File: config.mk
export PLATFORM = sky130hd
export DESIGN_NAME = apb_mem_slave_p
export DESIGN_NICKNAME = d
export VERILOG_FILES = /design/src/rtl/apb_mem_pkg.sv /design/src/rtl/apb_mem_slave_p_array.sv /design/src/rtl/apb_mem_slave_p.sv
export SDC_FILE = /design/constraint.sdc
export NUM_CORES = 2
export LEC_CHECK = 0
export CAP_MARGIN = 20
export CORE_MARGIN = 2
export CORE_UTILIZATION = 50
export DETAILED_ROUTE_END_ITERATION = 8
export HOLD_SLACK_MARGIN = 0.05
export PLACE_DENSITY = 0.76
export SLEW_MARGIN = 5
export SYNTH_ARGS = -nofsm -noshare
export SYNTH_HDL_FRONTEND = slang
export SYNTH_SLANG_ARGS = --single-unit
File: constraint.sdc
create_clock -name clk -period 5.8 [get_ports clk]
set_clock_uncertainty 0.2 [all_clocks]
set_input_delay 0.87 -clock clk [delete_from_list [all_inputs] [get_ports clk]]
set_output_delay 0.87 -clock clk [all_outputs]
set_load 0.005 [all_outputs]
File: src/rtl/apb_mem_pkg.sv
// apb_mem_pkg
//   Shared types and helpers for the APB memory slave (apb_mem_slave_p).
//   - state_t      : transfer FSM states IDLE / WAIT / DONE
//   - CNT_W        : width of the wait-state counter (WAIT_STATES <= 15)
//   - strb_width() : number of byte lanes for a given data width
//   - off_bits()   : number of byte-offset address bits inside one word
package apb_mem_pkg;

   typedef enum logic [1:0] {
      IDLE = 2'd0,
      WAIT = 2'd1,
      DONE = 2'd2
   } state_t;

   localparam int CNT_W = 32'sd4;

   function automatic int strb_width(input int dw);
      return dw / 32'sd8;
   endfunction

   // Only 8/16/32-bit buses are legal; anything else is treated as byte-wide.
   function automatic int off_bits(input int dw);
      int r;
      case (dw)
         32'sd16: r = 32'sd1;
         32'sd32: r = 32'sd2;
         default: r = 32'sd0;
      endcase
      return r;
   endfunction

endpackage

File: src/rtl/apb_mem_slave_p_array.sv
// apb_mem_array
//   DEPTH x DATA_WIDTH word RAM, synchronous byte-enabled write, asynchronous
//   read. Contents are deliberately not reset.
//   Ports:
//     clk    in  clock
//     be     in  per-byte write enables (all zero = no write)
//     waddr  in  write word index
//     wdata  in  write data
//     raddr  in  read word index
//     rdata  out read data (combinational)
module apb_mem_array
   import apb_mem_pkg::*;
#(
   parameter int DATA_WIDTH = 32,
   parameter int DEPTH      = 64,
   parameter int IW         = 6
) (
   input  logic                              clk,
   input  logic [strb_width(DATA_WIDTH)-1:0] be,
   input  logic [IW-1:0]                     waddr,
   input  logic [DATA_WIDTH-1:0]             wdata,
   input  logic [IW-1:0]                     raddr,
   output logic [DATA_WIDTH-1:0]             rdata
);

   localparam int SW     = strb_width(DATA_WIDTH);
   localparam int BYTE_W = 32'sd8;

   logic [DATA_WIDTH-1:0] mem_r [DEPTH];

   // Byte-lane write port.
   always_ff @(posedge clk) begin
      for (int b = 0; b < SW; b++) begin
         if (be[b]) begin
            mem_r[waddr][b*BYTE_W +: BYTE_W] <= wdata[b*BYTE_W +: BYTE_W];
         end
      end
   end

   assign rdata = mem_r[raddr];

endmodule

File: src/rtl/apb_mem_slave_p.sv
// apb_mem_slave_p
//   Parametrised APB4-style memory slave: word RAM with programmable wait
//   states, misalignment / out-of-range error response and (optionally)
//   byte-lane write strobes.
//   Optional feature macro: APB_MEM_SLAVE_PSTRB_EN (adds pstrb port).
//   Ports:
//     clk, resetn            clock, async active-low reset
//     psel, penable, pwrite  APB control
//     paddr                  byte address
//     pwdata                 write data
//     pstrb                  byte strobes (only with APB_MEM_SLAVE_PSTRB_EN)
//     prdata                 registered read data
//     pready                 registered transfer completion
//     pslverr                registered error response (only with pready)
module apb_mem_slave_p
   import apb_mem_pkg::*;
#(
   parameter int ADDR_WIDTH  = 8,
   parameter int DATA_WIDTH  = 32,
   parameter int DEPTH       = 64,
   parameter int WAIT_STATES = 0
) (
   input  logic                              clk,
   input  logic                              resetn,
   input  logic                              psel,
   input  logic                              penable,
   input  logic                              pwrite,
   input  logic [ADDR_WIDTH-1:0]             paddr,
   input  logic [DATA_WIDTH-1:0]             pwdata,
`ifdef APB_MEM_SLAVE_PSTRB_EN
   input  logic [strb_width(DATA_WIDTH)-1:0] pstrb,
`endif
   output logic [DATA_WIDTH-1:0]             prdata,
   output logic                              pready,
   output logic                              pslverr
);

   localparam int SW  = strb_width(DATA_WIDTH);
   localparam int OFF = off_bits(DATA_WIDTH);
   localparam int IW  = (DEPTH > 32'sd1) ? $clog2(DEPTH) : 32'sd1;
   localparam logic [ADDR_WIDTH-1:0] OFF_MASK = ADDR_WIDTH'((32'sd1 <<< OFF) - 32'sd1);
   localparam logic [ADDR_WIDTH:0]   DEPTH_L  = DEPTH[ADDR_WIDTH:0];

   state_t                  state_r, state_nxt_s;
   logic [CNT_W-1:0]        cnt_r, cnt_nxt_s;
   logic [ADDR_WIDTH-1:0]   addr_r;
   logic                    write_r, err_r;
   logic [DATA_WIDTH-1:0]   prdata_r;
   logic                    pready_r, pslverr_r;

   logic                    setup_s, wr_sel_s, err_s, enter_done_s, commit_s;
   logic [ADDR_WIDTH-1:0]   sel_addr_s, idx_s;
   logic [SW-1:0]           be_s;
   logic [DATA_WIDTH-1:0]   rdata_s;

   assign setup_s = (state_r == IDLE) && psel && !penable;

   // With zero wait states DONE is entered straight from setup, so the address
   // and direction must come from the bus in that cycle rather than the latch.
   assign sel_addr_s = setup_s ? paddr  : addr_r;
   assign wr_sel_s   = setup_s ? pwrite : write_r;
   assign idx_s      = sel_addr_s >> OFF;
   assign err_s      = ((sel_addr_s & OFF_MASK) != '0) || ({1'b0, idx_s} >= DEPTH_L);

   // Next-state and wait-counter logic.
   always_comb begin
      state_nxt_s = state_r;
      cnt_nxt_s   = cnt_r;
      case (state_r)
         IDLE: begin
            if (setup_s) begin
               if (WAIT_STATES == 0) begin
                  state_nxt_s = DONE;
                  cnt_nxt_s   = '0;
               end else begin
                  state_nxt_s = WAIT;
                  cnt_nxt_s   = CNT_W'(WAIT_STATES);
               end
            end else begin
               state_nxt_s = IDLE;
               cnt_nxt_s   = '0;
            end
         end
         WAIT: begin
            if (!psel) begin
               state_nxt_s = IDLE;
               cnt_nxt_s   = '0;
            end else if (cnt_r <= 4'd1) begin
               state_nxt_s = DONE;
               cnt_nxt_s   = '0;
            end else begin
               state_nxt_s = WAIT;
               cnt_nxt_s   = cnt_r - 4'd1;
            end
         end
         DONE: begin
            state_nxt_s = IDLE;
            cnt_nxt_s   = '0;
         end
         default: begin
            state_nxt_s = IDLE;
            cnt_nxt_s   = '0;
         end
      endcase
   end

   assign enter_done_s = (state_nxt_s == DONE);
   assign commit_s     = (state_r == DONE) && psel && penable && write_r && !err_r;

   // Byte enables for the RAM; only nonzero on the edge that ends a good write.
   always_comb begin
      be_s = '0;
`ifdef APB_MEM_SLAVE_PSTRB_EN
      if (commit_s) begin
         be_s = pstrb;
      end else begin
         be_s = '0;
      end
`else
      be_s = {SW{commit_s}};
`endif
   end

   // FSM state, transfer latch and registered APB outputs.
   always_ff @(posedge clk or negedge resetn) begin
      if (!resetn) begin
         state_r   <= IDLE;
         cnt_r     <= '0;
         addr_r    <= '0;
         write_r   <= 1'b0;
         err_r     <= 1'b0;
         prdata_r  <= '0;
         pready_r  <= 1'b0;
         pslverr_r <= 1'b0;
      end else begin
         state_r   <= state_nxt_s;
         cnt_r     <= cnt_nxt_s;
         pready_r  <= enter_done_s;
         pslverr_r <= enter_done_s && err_s;
         if (setup_s) begin
            addr_r  <= paddr;
            write_r <= pwrite;
            err_r   <= err_s;
         end
         if (enter_done_s && !wr_sel_s) begin
            prdata_r <= err_s ? '0 : rdata_s;
         end
      end
   end

   apb_mem_array #(
      .DATA_WIDTH (DATA_WIDTH),
      .DEPTH      (DEPTH),
      .IW         (IW)
   ) u_array (
      .clk   (clk),
      .be    (be_s),
      .waddr (idx_s[IW-1:0]),
      .wdata (pwdata),
      .raddr (idx_s[IW-1:0]),
      .rdata (rdata_s)
   );

   assign prdata  = prdata_r;
   assign pready  = pready_r;
   assign pslverr = pslverr_r;

endmodule

==> metrics.yaml <==
status: "completed"
yosysWarnings: 0
die-width_microns: 395.8
crit_fanout: 55
drt-pass1-iter-count: 9
crit_top_cell: "buf_4"
grt_use_met1_pct: 40.21
worstSkewPairLatency_ps: 850
io_pins: 79
cts.path.max_buffers: 3
finalMaxSlewViolations: 0
fmax_ghz: 0.2041
dp_cells: 6466
ys_ff_latch: 2098
p_leak_nw: 27.61
period_minus_slack_ps: 4899
cp-end-kind: "flip-flop"
postCtsHoldBufs: 1
rsz0062_at_grt: "false"
tns_ps: 0
timing.hold.ws_ps: 136.8
synthTopCellsByArea: "edfxtp_1 80%, o22ai_1 5.6%, dfrtp_1 1.6%"
coreArea_sq_mm: 0.1521
final_core_util_pct: 58.11
slowest_stage: "or4b_2"
synth_area_sq_mm: 0.07673
worstSetupStartpointType: "input port"
cap_viol_max_count: 0
post_cts_buffers: 0
detail-route-antenna-nets: 0
die_area_sq_mm: 0.1566
routedWlPerCell_microns: 36.60
crit_required_ps: 6320
final_cell_count_no_fill: 6847
yosys.area.top_type_share_pct: 80.14
min_path_type: "in2reg"
numCtsBuffers: 193
viasPerCell: 7.195
cts.repair.resized: 0
path_class: "in2reg"
critPathMaxStageDelay_ps: 800
cts_num_sinks: 2098
finalWeightedCongestion: 0.9128
ir_drop_v: 0.0003561
dp_hpwl_mm: 138.8
ys_async_sr_fraction_pct: 2.383
arrival_ps: 5420
max_slew.worst_pin.slew_ps: 1164
cts-root-buf: "clkbuf_16"
rows: 143
grt_overflow_total: 0
synth-main-ff-cell: "edfxtp_1"
power.density_mw_per_mm2: 370.0
startpoint: "psel"
htreeDepth: 4
yosys.area.top_type: "edfxtp_1"
initial_utilization_pct: 50.46
finalHoldViolCount: 0
path_buf_inv: 4
post-route-period-util_pct: 84.46
ys_types: 58
grt_pass1_vias: 47060
drt_iter0_drc: 10050
avgSynthCellArea_sq_um: 17.56
yosysSeqAreaShare_pct: 81.78
setup_viol_count_final: 0
hp-start: "pwdata[22]"
r2r-start: "state_r[0]"
grt_pass1_wl_mm: 347.1
busiest_layer: "met2"
synthCells: 4370
clk_pin_slew_worst_paths_ps: 60
final_nets: 4689
num_vias: 49270
slew-limit-headroom_pct: 22.38
crit_family: "compound AO/OA/AOI/OAI gates"
drive_gt1_share_pct: 14.52
area_growth_pct: 15.16
wirelength_mm: 250.6
synth-edff-count: 2048
drcViolationCount: 0
synth_nets: 4417
cts_tree: "built"
use_met3_pct: 11.04
crit_chain: "clkdlybuf4s50_1, or4b_2, buf_4, mux2_8, buf_12, buf_4, o22ai_1, o41ai_1, o2111ai_1, o41ai_2"
grt_util_met2_pct: 45.98
antenna_found_initial: 9
die_h_microns: 395.8
port_buffers: 78
track_usage_pct: 31.37
grt_max_degree: 85
fillerInstances: 10690
## cells in the final DEF, fill, tap and decap left out, types with 40 or more instances in the layout
cell type / count
dfrtp_1: 50
nor3_1: 83
o221ai_1: 139
buf_4: 240
clkbuf_1: 61
mux2i_1: 45
clkdlybuf4s50_1: 43
o22ai_1: 687
o31ai_1: 105
edfxtp_1: 2048
a21oi_1: 68
nor4_1: 40
nand2_1: 177
o22a_1: 121
nor4b_1: 52
nor2_1: 106
clkbuf_16: 197
buf_12: 60
nand3_1: 49
nor2_4: 65
## report_power, final
part | switching [mW] | leakage [nW] | total [mW] | internal [mW]
logic | 2.37 | 5.61 | 3.47 | 1.10
registers | 0.156 | 19.0 | 16.9 | 16.7
clock network | 5.48 | 2.96 | 12.4 | 6.88
## path summary, 6_finish.rpt
| kind | slack [ps] | end | depth (start not counted) |
|---|---|---|---|
| max | 900 | prdata[26] | 10 |
| min | 140 | u_array.mem_r[43][22] | 1 |
| max reg2reg | 970 | prdata[26] | 9 |
| min reg2reg | 290 | addr_r[1] | 2 |
| max in group asynchronous | 3890 | prdata[27] | 3 |
| min in group asynchronous | 320 | prdata[3] | 2 |
## Yosys cell counts, types with 6 or more instances
library cell and n:
a21oi_1 68, a31oi_1 17, and3_1 11, buf_1 18, buf_2 88, buf_4 23
clkbuf_1 170, dfrtp_1 50, edfxtp_1 2048, inv_1 6, mux2i_1 47, nand2_1 183
nand2b_1 7, nand3_1 51, nand3b_1 8, nand4_1 7, nor2_1 171, nor3_1 90
nor3b_1 7, nor4_1 40, nor4b_1 53, o2111ai_1 35, o21ai_0 14, o221ai_1 139
o22a_1 122, o22ai_1 687, o31ai_1 105, o41ai_1 27, or3_1 13
## registers in the layout (all words and copies together), names as in the netlist
name	cells
prdata	32
cnt_r	4
addr_r	8
state_r	2
pready	1
err_r	1
pslverr	1
u_array.mem_r	2048
write_r	1
## per-stage QoR
step	instance area (sq um)	total power [mW]	setup slack, ps
floorplan	76730	18.73	1082
finish	88370	32.70	901.3
CTS	88130	32.53	1172
detailed placement	82010	20.47	339.8
global route	88340	33.32	1013
global placement	82010	20.40	371.6
## kinds of logic after synthesis
logic type / after synthesis / synth area share (%)
simple gates: 658 / 4.215
buf+inv: 310 / 1.812
mux: 59 / 0.8462
xor+xnor: 2 / 0.02283
fa+ha+maj: 2 / 0.03261
flops: 2098 / 81.78
compound gates: 1241 / 11.30
## layer usage
layer	vias up	wire, microns
met5	-	202
met4	10	17910
met3	1093	40890
met2	4996	109900
met1	24360	81710
li1	18810	-
## layout make-up
class | count | area [sq um] | share of cell area (%)
inverter | 7 | 27.53 | 0.03115
antenna | 11 | 27.53 | 0.03115
sequential | 2098 | 62750 | 71.01
clock inverter | 87 | 753.2 | 0.8524
clock buffer | 272 | 5351 | 6.056
tap | 2030 | 2540 | 2.874
multi-input combinational | 1962 | 13250 | 14.99
timing repair buffer | 380 | 3669 | 4.151
(Power assumes the default switching activity.)
